[src/rtl/banco_fifos_if.sv]
// rtl/banco_fifos_if.sv - arbiter and port-side signal bundle for the banco_fifos lane bank
// The error member exists only when BANCO_FIFOS_ERR_EN is defined.
interface banco_fifos_if #(
  parameter int WIDTH = 12
);
  logic [3:0]         in_push;
  logic [4*WIDTH-1:0] in_data;
  logic [3:0]         in_full;
  logic [3:0]         pop;
  logic [3:0]         push;
  logic [3:0]         empty;
  logic [3:0]         almost_full;
  logic [WIDTH-1:0]   fifo_out;
  logic [3:0]         out_pop;
  logic [4*WIDTH-1:0] out_data;
  logic [3:0]         out_empty;
`ifdef BANCO_FIFOS_ERR_EN
  logic               error;

  modport master (
    output in_push, in_data, pop, push, out_pop,
    input  in_full, empty, almost_full, fifo_out, out_data, out_empty, error
  );

  modport slave (
    input  in_push, in_data, pop, push, out_pop,
    output in_full, empty, almost_full, fifo_out, out_data, out_empty, error
  );
`else
  modport master (
    output in_push, in_data, pop, push, out_pop,
    input  in_full, empty, almost_full, fifo_out, out_data, out_empty
  );

  modport slave (
    input  in_push, in_data, pop, push, out_pop,
    output in_full, empty, almost_full, fifo_out, out_data, out_empty
  );
`endif
endinterface

[src/rtl/banco_fifos.sv]
// rtl/banco_fifos.sv - four ingress and four egress circular FIFOs serving the switch arbiter
// Defining BANCO_FIFOS_ERR_EN adds a sticky error flag for dropped or illegal requests.
module banco_fifos #(
  parameter int WIDTH     = 12,
  parameter int DEPTH     = 4,
  parameter int AF_THRESH = 3
) (
  input  logic          clk,
  input  logic          reset,
  banco_fifos_if.slave  bus
);

  localparam int AW = $clog2(DEPTH);
  localparam int CW = AW + 1;

  logic [3:0][DEPTH-1:0][WIDTH-1:0] in_mem;
  logic [3:0][DEPTH-1:0][WIDTH-1:0] eg_mem;
  logic [3:0][AW-1:0]               in_rp, in_wp, eg_rp, eg_wp;
  logic [3:0][CW-1:0]               in_cnt, eg_cnt;
  logic [WIDTH-1:0]                 fifo_out_q;
  logic [WIDTH-1:0]                 pop_head;

  logic       pop_onehot, push_onehot;
  logic [3:0] in_is_full, eg_is_full;
  logic [3:0] pop_acc, in_wr, out_pop_acc, push_acc;

  // Acceptance decode; a full FIFO still takes a write when its own read frees a slot.
  always_comb begin
    pop_onehot  = (bus.pop != 4'd0) && ((bus.pop & (bus.pop - 4'd1)) == 4'd0);
    push_onehot = (bus.push != 4'd0) && ((bus.push & (bus.push - 4'd1)) == 4'd0);
    pop_head    = '0;
    in_is_full  = '0;
    eg_is_full  = '0;
    pop_acc     = '0;
    in_wr       = '0;
    out_pop_acc = '0;
    push_acc    = '0;
    for (int i = 0; i < 4; i++) begin
      in_is_full[i]  = (in_cnt[i] == CW'(DEPTH));
      eg_is_full[i]  = (eg_cnt[i] == CW'(DEPTH));
      pop_acc[i]     = pop_onehot && bus.pop[i] && (in_cnt[i] != '0);
      in_wr[i]       = bus.in_push[i] && (!in_is_full[i] || pop_acc[i]);
      out_pop_acc[i] = bus.out_pop[i] && (eg_cnt[i] != '0);
      push_acc[i]    = push_onehot && bus.push[i] && (!eg_is_full[i] || out_pop_acc[i]);
      if (pop_acc[i]) begin
        pop_head = in_mem[i][in_rp[i]];
      end
    end
  end

  always_ff @(posedge clk or posedge reset) begin
    if (reset) begin
      in_mem     <= '0;
      in_rp      <= '0;
      in_wp      <= '0;
      in_cnt     <= '0;
      fifo_out_q <= '0;
    end else begin
      for (int i = 0; i < 4; i++) begin
        if (in_wr[i]) begin
          in_mem[i][in_wp[i]] <= bus.in_data[i*WIDTH +: WIDTH];
          in_wp[i]            <= in_wp[i] + AW'(1);
        end
        if (pop_acc[i]) begin
          in_rp[i] <= in_rp[i] + AW'(1);
        end
        in_cnt[i] <= in_cnt[i] + CW'(in_wr[i]) - CW'(pop_acc[i]);
      end
      if (|pop_acc) begin
        fifo_out_q <= pop_head;
      end
    end
  end

  // Egress writes take the pre-edge fifo_out, so a pop and a push in one cycle stay pipelined.
  always_ff @(posedge clk or posedge reset) begin
    if (reset) begin
      eg_mem <= '0;
      eg_rp  <= '0;
      eg_wp  <= '0;
      eg_cnt <= '0;
    end else begin
      for (int j = 0; j < 4; j++) begin
        if (push_acc[j]) begin
          eg_mem[j][eg_wp[j]] <= fifo_out_q;
          eg_wp[j]            <= eg_wp[j] + AW'(1);
        end
        if (out_pop_acc[j]) begin
          eg_rp[j] <= eg_rp[j] + AW'(1);
        end
        eg_cnt[j] <= eg_cnt[j] + CW'(push_acc[j]) - CW'(out_pop_acc[j]);
      end
    end
  end

  assign bus.fifo_out = fifo_out_q;

  for (genvar g = 0; g < 4; g++) begin : g_status
    assign bus.empty[g]                    = (in_cnt[g] == '0);
    assign bus.in_full[g]                  = in_is_full[g];
    assign bus.out_empty[g]                = (eg_cnt[g] == '0);
    assign bus.almost_full[g]              = (eg_cnt[g] >= CW'(AF_THRESH));
    assign bus.out_data[g*WIDTH +: WIDTH]  = eg_mem[g][eg_rp[g]];
  end

`ifdef BANCO_FIFOS_ERR_EN
  logic err_q;
  logic err_evt;

  always_comb begin
    err_evt = ((bus.pop != 4'd0) && !pop_onehot) || ((bus.push != 4'd0) && !push_onehot);
    for (int i = 0; i < 4; i++) begin
      if ((bus.in_push[i] && !in_wr[i]) ||
          (pop_onehot && bus.pop[i] && (in_cnt[i] == '0)) ||
          (push_onehot && bus.push[i] && !push_acc[i]) ||
          (bus.out_pop[i] && (eg_cnt[i] == '0))) begin
        err_evt = 1'b1;
      end
    end
  end

  always_ff @(posedge clk or posedge reset) begin
    if (reset) begin
      err_q <= 1'b0;
    end else if (err_evt) begin
      err_q <= 1'b1;
    end
  end

  assign bus.error = err_q;
`endif

endmodule

[src/flat_wrapper.sv]
// flat-port wrapper written by rule: the top's interface ports become plain ports
module banco_fifos_flat 
#(
  parameter int WIDTH     = 12,
  parameter int DEPTH     = 4,
  parameter int AF_THRESH = 3
)
  (clk, reset, bus_in_push, bus_in_data, bus_pop, bus_push, bus_out_pop, bus_in_full, bus_empty, bus_almost_full, bus_fifo_out, bus_out_data, bus_out_empty);
  banco_fifos_if #(.WIDTH(WIDTH)) bus_i ();
  input  logic clk;
  input  logic reset;
  input wire logic [$bits(bus_i.in_push)-1:0] bus_in_push;
  input wire logic [$bits(bus_i.in_data)-1:0] bus_in_data;
  input wire logic [$bits(bus_i.pop)-1:0] bus_pop;
  input wire logic [$bits(bus_i.push)-1:0] bus_push;
  input wire logic [$bits(bus_i.out_pop)-1:0] bus_out_pop;
  output wire logic [$bits(bus_i.in_full)-1:0] bus_in_full;
  output wire logic [$bits(bus_i.empty)-1:0] bus_empty;
  output wire logic [$bits(bus_i.almost_full)-1:0] bus_almost_full;
  output wire logic [$bits(bus_i.fifo_out)-1:0] bus_fifo_out;
  output wire logic [$bits(bus_i.out_data)-1:0] bus_out_data;
  output wire logic [$bits(bus_i.out_empty)-1:0] bus_out_empty;
  assign bus_i.in_push = bus_in_push;
  assign bus_i.in_data = bus_in_data;
  assign bus_i.pop = bus_pop;
  assign bus_i.push = bus_push;
  assign bus_i.out_pop = bus_out_pop;
  assign bus_in_full = bus_i.in_full;
  assign bus_empty = bus_i.empty;
  assign bus_almost_full = bus_i.almost_full;
  assign bus_fifo_out = bus_i.fifo_out;
  assign bus_out_data = bus_i.out_data;
  assign bus_out_empty = bus_i.out_empty;
  banco_fifos #(.WIDTH(WIDTH), .DEPTH(DEPTH), .AF_THRESH(AF_THRESH)) u_core (.clk(clk), .reset(reset), .bus(bus_i));
endmodule
[config.mk]
export PLATFORM = sky130hd
export DESIGN_NAME = banco_fifos_flat
export DESIGN_NICKNAME = d
export VERILOG_FILES = /design/src/rtl/banco_fifos_if.sv /design/src/rtl/banco_fifos.sv /design/src/flat_wrapper.sv
export SDC_FILE = /design/constraint.sdc
export NUM_CORES = 1
export LEC_CHECK = 0
export CAP_MARGIN = 20
export CORE_MARGIN = 1.5
export CORE_UTILIZATION = 45
export DETAILED_ROUTE_END_ITERATION = 8
export PLACE_DENSITY = 0.75
export SLEW_MARGIN = 20
export SYNTH_ARGS = -nofsm -noshare
export SYNTH_HDL_FRONTEND = slang
export SYNTH_SLANG_ARGS = --single-unit
[constraint.sdc]
create_clock -name clk -period 28 [get_ports clk]
set_input_delay 8.4 -clock clk [delete_from_list [all_inputs] [get_ports clk]]
set_output_delay 8.4 -clock clk [all_outputs]
set_load 0.01 [all_outputs]
==> reports/metrics.cfg <==
[logic_synthesis]
postSynthAreaPerCell_um2=15.6
ys_seq_elements=452
synth_edf_count=0
synth.largest_area_cell=dfrtp_1
yosysMostFrequentCell=dfrtp_1
synth_compound_area_share_pct=2.67
yosys.area_share.xor_xnor_pct=1.54
syn-instance-count=1351
ys.flop_type=dfrtp_1
synth_top_area_share_pct=53.7
ys_warn_count=0
yosysSeqAreaShare_pct=53.7
synth_mux_area_share_pct=32.2
synth-adder-area-share_pct=3.85
synth_common_cells=dfrtp_1 (452), mux2_2 (304), mux4_2 (96)
synth_area_leaders=dfrtp_1 (54%), mux2_2 (16%), mux4_2 (10%), mux2_4 (5.7%), ha_1 (3.1%)
synthArstFlopShare_pct=100
synthesis.area_mm2=0.0211
synth-simple-area-share_pct=2.80
synth_nets=1477
synth_top_family_by_area=multiplexers
synth_cell_types=42

[sta]
relSlewSlack_pct=24.8
final_hold_viol_count=0
post-route-period-util_pct=39.6
setup_viol=0
finalMaxSlewViolations=0
finalCriticalPeriod_ns=11.08
fin_skew_ns=0.0125
tightestPinTransition_ns=1.12
tns_ns=0
clock.fmax_ghz=0.0903
rsz0062_at_grt=false

[floorplan]
dieHeight_um=219
coreArea_mm2=0.0464
dieArea_mm2=0.0481
dieWidth_um=219
fp-row-count=79
io-pin-count=142
start_util_pct=45.4

[grt]
grt_pass1_wl_mm=71.8
grt_pass1_vias=12600
grt_max_degree=181
grt_overflow_total=0
antenna_found_initial=3
track_usage_pct=19.4

[detailed_routing]
wl_mm=45.2
first_pass_iters=5
drt_iter0_markers=725
via_count=11500
avgViaCountPerCell=5.46
drt_drc_violations_left=0
antenna_left=0
wire_per_inst_um=21.4

[layout]
nets=1595
area_growth_pct=16.6
nFillCells=3752
drive_above_1_share_pct=39.1
diodes=0
finalNonFillerCells=2113
design_area_mm2=0.0246

[power_and_ir_drop]
power.leakage_uw=0.0112
powerDensity_mw_per_mm2=120
vdd_ir_drop_max_v=0.0000686
power_uw=2940

[worst_setup_path]
cp.arrival_ns=2.67
worstPathMaxFanout=14
start_kind=flop
endpoint_kind=output pin
critical_path_class=reg -> out
required_ns=19.60

[cts]
cts_tree=yes
cts_root_buf=clkbuf_16
post_cts_buffers=0
cts_htree_levels=2
cts_sinks=452
hold_buffers=0
numCtsBuffers=48
cts_resized=0
clk_pin_slew_ns=0.06
clk_path_buf_depth=3
clkLatencyLatePin_ns=0.58

[placed_design]
place_area_mm2=0.0229
placedCellCount=2026
dpl.hpwl_mm=30.1
numPortBuffers=141
gp_congestion=0.859

[status]
outcome=finished, final reports clean

[run]
maxCapViolations=0

[hold_path]
holdCritPathClass=reg -> reg

-- flip-flops by register name, summed over array words and instances, names as in the netlist --
name / count
u_core.in_wp: 8
u_core.in_rp: 8
u_core.bus.fifo_out: 12
u_core.in_cnt: 12
u_core.eg_wp: 8
u_core.eg_rp: 8
u_core.in_mem: 192
u_core.eg_mem: 192
u_core.eg_cnt: 12
-- final cells by class --
type                       instances  area [um^2]  area share [%]
sequential                       452        11300            46.0
tap                              607          759            3.09
clock inverter                    11          166           0.677
multi-input combinational        755         9080            37.0
clock buffer                      76         1500            6.10
inverter                          59          229           0.932
timing repair buffer             153         1520            6.18
-- critical path: stages (launching register included) --
cell and delay (ns):
dfrtp_1 0.92, mux4_2 0.64, clkdlybuf4s50_1 0.52
-- cells in the final DEF (no fill, tap or decap), types with 4 or more instances in the layout --
| master | synthesis | final |
|---|---|---|
| a211oi_1 | 8 | 8 |
| fa_1 | 8 | 8 |
| xnor2_1 | 23 | 23 |
| and3_1 | 8 | 8 |
| nor3_1 | 10 | 10 |
| ha_1 | 52 | 52 |
| nor2_1 | 5 | 5 |
| mux2_2 | 304 | 304 |
| a21oi_1 | 12 | 12 |
| nor4b_1 | 5 | 5 |
| nand2_2 | 4 | 4 |
| a32oi_1 | 10 | 10 |
| dfrtp_1 | 452 | 452 |
| nand2_1 | 42 | 42 |
| xor2_1 | 14 | 14 |
| inv_1 | 59 | 58 |
| o21a_1 | 8 | 8 |
| mux2_4 | 80 | 80 |
| clkdlybuf4s50_1 | 0 | 141 |
| bufinv_16 | 0 | 4 |
| mux4_2 | 96 | 96 |
| o21ai_0 | 23 | 23 |
| clkbuf_8 | 0 | 15 |
| clkbuf_1 | 35 | 11 |
| clkbuf_16 | 0 | 50 |
| nor2b_1 | 4 | 4 |
| nand2_4 | 8 | 8 |
| clkinv_2 | 0 | 6 |
| buf_4 | 2 | 10 |
-- routing by layer --
layer | wire length, um | vias to the layer above | track usage (%) | share of wire (%)
met5 | 41 | - | 0 | 0.091
met4 | 862 | 6 | 4.79 | 1.9
met3 | 2070 | 66 | 3.69 | 4.6
met2 | 23200 | 230 | 34.0 | 51
met1 | 19000 | 6098 | 24.6 | 42
li1 | - | 5131 | - | -
-- kinds of logic (layout without fill, tap and decap cells) --
group | count (synthesis) | after routing
compound gates | 78 | 78
xor+xnor | 37 | 37
fa+ha+maj | 60 | 60
buf+inv | 144 | 299
flops | 452 | 452
mux | 480 | 480
simple gates | 100 | 100
-- stage by stage --
step	hold slack [ns]	setup slack, ns	utilization [%]
floorplan	0.474	7.00	-
global placement	0.482	16.54	49.4
detailed placement	0.487	16.47	49.4
CTS	0.500	16.82	53.0
global route	0.512	16.74	53.0
finish	0.497	16.93	53.0
-- power by group --
part / internal (uW) / leakage [uW] / switching [uW]
clock network: 403 / 0.000824 / 259
logic: 660 / 0.00476 / 393
registers: 956 / 0.00562 / 273
total: 2020 / 0.0112 / 924
-- path summary, 6_finish.rpt --
check | startpoint | to | slack (ns) | cells after the start
max | u_core.eg_rp[0]$_DFFE_PP0P_ | bus_out_data[3] | 16.93 | 2
min | u_core.eg_mem[28]$_DFFE_PP0P_ | u_core.eg_mem[28]$_DFFE_PP0P_ | 0.50 | 1
max reg2reg | u_core.in_cnt[10]$_DFF_PP0_ | u_core.in_cnt[11]$_DFF_PP0_ | 25.35 | 9
min reg2reg | u_core.eg_mem[28]$_DFFE_PP0P_ | u_core.eg_mem[28]$_DFFE_PP0P_ | 0.50 | 1
max in group asynchronous | reset | u_core.eg_mem[188]$_DFFE_PP0P_ | 17.48 | 4
min in group asynchronous | reset | u_core.in_mem[112]$_DFFE_PP0P_ | 8.44 | 2
No activity file was read; power rests on OpenSTA's default activity.
==> edit: new RTL, config.mk and constraints unchanged <==
`WIDTH` is set to 12 in 3 places; all go to 8.
--- a/src/rtl/banco_fifos_if.sv
+++ b/src/rtl/banco_fifos_if.sv
@@ -1,7 +1,7 @@
 // rtl/banco_fifos_if.sv - arbiter and port-side signal bundle for the banco_fifos lane bank
 // The error member exists only when BANCO_FIFOS_ERR_EN is defined.
 interface banco_fifos_if #(
-  parameter int WIDTH = 12
+  parameter int WIDTH = 8
 );
   logic [3:0]         in_push;
   logic [4*WIDTH-1:0] in_data;
--- a/src/rtl/banco_fifos.sv
+++ b/src/rtl/banco_fifos.sv
@@ -1,7 +1,7 @@
 // rtl/banco_fifos.sv - four ingress and four egress circular FIFOs serving the switch arbiter
 // Defining BANCO_FIFOS_ERR_EN adds a sticky error flag for dropped or illegal requests.
 module banco_fifos #(
-  parameter int WIDTH     = 12,
+  parameter int WIDTH     = 8,
   parameter int DEPTH     = 4,
   parameter int AF_THRESH = 3
 ) (
--- a/src/flat_wrapper.sv
+++ b/src/flat_wrapper.sv
@@ -1,7 +1,7 @@
 // flat-port wrapper written by rule: the top's interface ports become plain ports
 module banco_fifos_flat 
 #(
-  parameter int WIDTH     = 12,
+  parameter int WIDTH     = 8,
   parameter int DEPTH     = 4,
   parameter int AF_THRESH = 3
 )
Ports: changed (resized bus_fifo_out, bus_in_data and bus_out_data); port bits go from 142 to 106. The function was not compared with the original's and may differ.
==> edit against the unedited design <==
Die area is 29% lower; sequential power is 28% lower; sequential cell count is 132 lower; area after synthesis is 29% lower; worst setup slack better by 0.27 ns; core utilization is 0.90 points higher; design area is 28% lower; sequential share of layout area is 0.49 points lower; non-clock buffer count is 37 lower; via count is 28% lower; largest cell class unchanged; wire length is 33% lower; highest routed layer is now met4; critical path depth stayed put; synthesized cell count is 28% lower; power is 28% lower.
==> edit: results (changes against the unedited design) <==
- Largest stage delay on the critical path: 0.74 ns (-0.18 ns)
- Post-synthesis sequential area ratio: 0.536 (-0.00152)
- Capture point of the worst reg-to-reg path: u_core.in_cnt[8]
- The static leakage came to 7.85 nW (-30%).
- Setup slack of the most critical reg-to-reg path: 25.35 ns (about the same)
- In this run the worst hold path is classified as reg2reg.
- The global-route wire length before repair is 49.4 mm (-31%).
* Maximum fanout along the worst path: 10 (-4)
- The count of buffers inserted at the top-level ports was 105 (-26%).
- The largest registers in the layout are u_core.eg_mem (128), u_core.in_mem (128).
* Number of H-tree levels: 2 (unchanged)
- The post-synthesis async set-or-reset flop share was 1.00 (unchanged).
* Post-synth top cells: dfrtp_1, mux2_2, mux4_2
- Via count of the first global-routing pass: 9014 (-28%)
* Pin count of the biggest net entering global routing: 133 (-27%)
- Number of different library cells in the post-synthesis netlist: 49 (+17%)
- Maximum buffer depth of the clock tree: 3 (unchanged)
* Worst-case headroom to the max-slew limit: 0.301 (+0.0528)
- Worst VDD drop: 0.0608 mV (-11%)
- Total Nets Final: 1199 (-25%)
* Overall overflow remaining after global route: 0 (unchanged)
- The initial antenna violation count is 0 (-3).
- Reg2reg path depth: 9 (unchanged)
- Area after detailed placement: 0.0165 mm² (-28%)
* Number of DRC markers after the initial detailed-route iteration: 442 (-39%)
- Launch point of the critical path: u_core.eg_rp[4]
- The net switching power is 674 µW (-27%).
* Share of layout cells above drive strength 1: 0.340 (-0.0515)
- Global placement routability congestion: 0.763 (-11%)
- Yosys attributes the largest share of cell area to dfrtp_1, mux2_2, mux4_2, ha_1, mux2_4.
* Status: finished clean
* Routed wirelength normalized by instance count: 19.5 µm (-8.7%)
- In this run the critical register-to-register path is launched from u_core.in_cnt[7].
* Avg Vias per Cell: 5.31 (-2.8%)
- The slowest stage of the critical path belongs to the cell dfrtp_1.
* Worst clock skew: 0.0144 ns (+0.00189 ns)
- YS warnings: 0 (unchanged)
- The worst hold path stage count is 1 (unchanged).
- The post-synth net total came to 1084 (-27%).
* Hold Crit Endpoint: u_core.in_mem[85]
- In this run the most critical hold path is launched from u_core.in_mem[85].
- Destination of the critical timing path: bus_out_data[18]
* Estimated wirelength of the detail-placed design: 20.5 mm (-32%)
* Predominant post-synthesis flop cell: dfrtp_1
- The number of buffers inserted during clock tree synthesis came to 34 (-29%).
- The overall global routing resource usage came to 0.187 (-0.00638).
- Family with the most delay on the worst path: flip-flops
* Count of inserted antenna diode cells: 0 (unchanged)
- The clock latency on the worst-skew pair came to 0.52 ns (-0.06 ns).
- CTS Root Cell: clkbuf_16
edit: kinds of logic (layout without fill, tap and decap cells):
group                    Yosys count  count (layout)  share of synthesized area
AO/OA/AOI/OAI                     39              39                     0.0193
XOR/XNOR                          36              36                     0.0211
adder cells (fa/ha/maj)           60              60                     0.0542
buffers and inverters             99             238                     0.0290
flip-flops                       320             320                      0.536
multiplexers                     320             320                      0.297
AND/OR/NAND/NOR                  100             100                     0.0437
edit: metal layers:
metal  vias up  GRT usage  share of wire
li1       3737          -              -
met1      4282      0.250           0.45
met2       182      0.314           0.48
met3        51     0.0299          0.043
met4         0     0.0585          0.024
met5         -          0              0
edit: cell type report:
cell class,count,area (µm²)
well taps,442,553
flip-flops and latches,320,8010
multi-input cells,555,6520
inverters,62,248
clock inverters,4,22.5
clock buffers,56,1100
fillers,2619,15000
repair buffers,116,1130
edit: per-stage QoR:
stage / instances / hold WS, ns / utilization / total power [mW] / worst slack [ns]
final: 1555 / 0.490 / 0.539 / 2.11 / 17.20
after global routing: 1555 / 0.502 / 0.539 / 2.25 / 17.09
after CTS: 1555 / 0.493 / 0.539 / 2.14 / 17.15
after detailed placement: 1495 / 0.479 / 0.504 / 1.68 / 16.75
after global placement: 1495 / 0.468 / 0.504 / 1.64 / 16.82
after floorplan: 974 / 0.459 / - / 1.39 / 10.74
edit: power by group through the flow:
stage                     registers [mW]  logic, mW  clock network (mW)
after global placement             0.879      0.764                   0
after floorplan                    0.789      0.599                   0
after CTS                          0.887      0.794               0.458
after detailed placement           0.892      0.788                   0
final                              0.885      0.780               0.447
after global routing               0.920      0.852               0.476
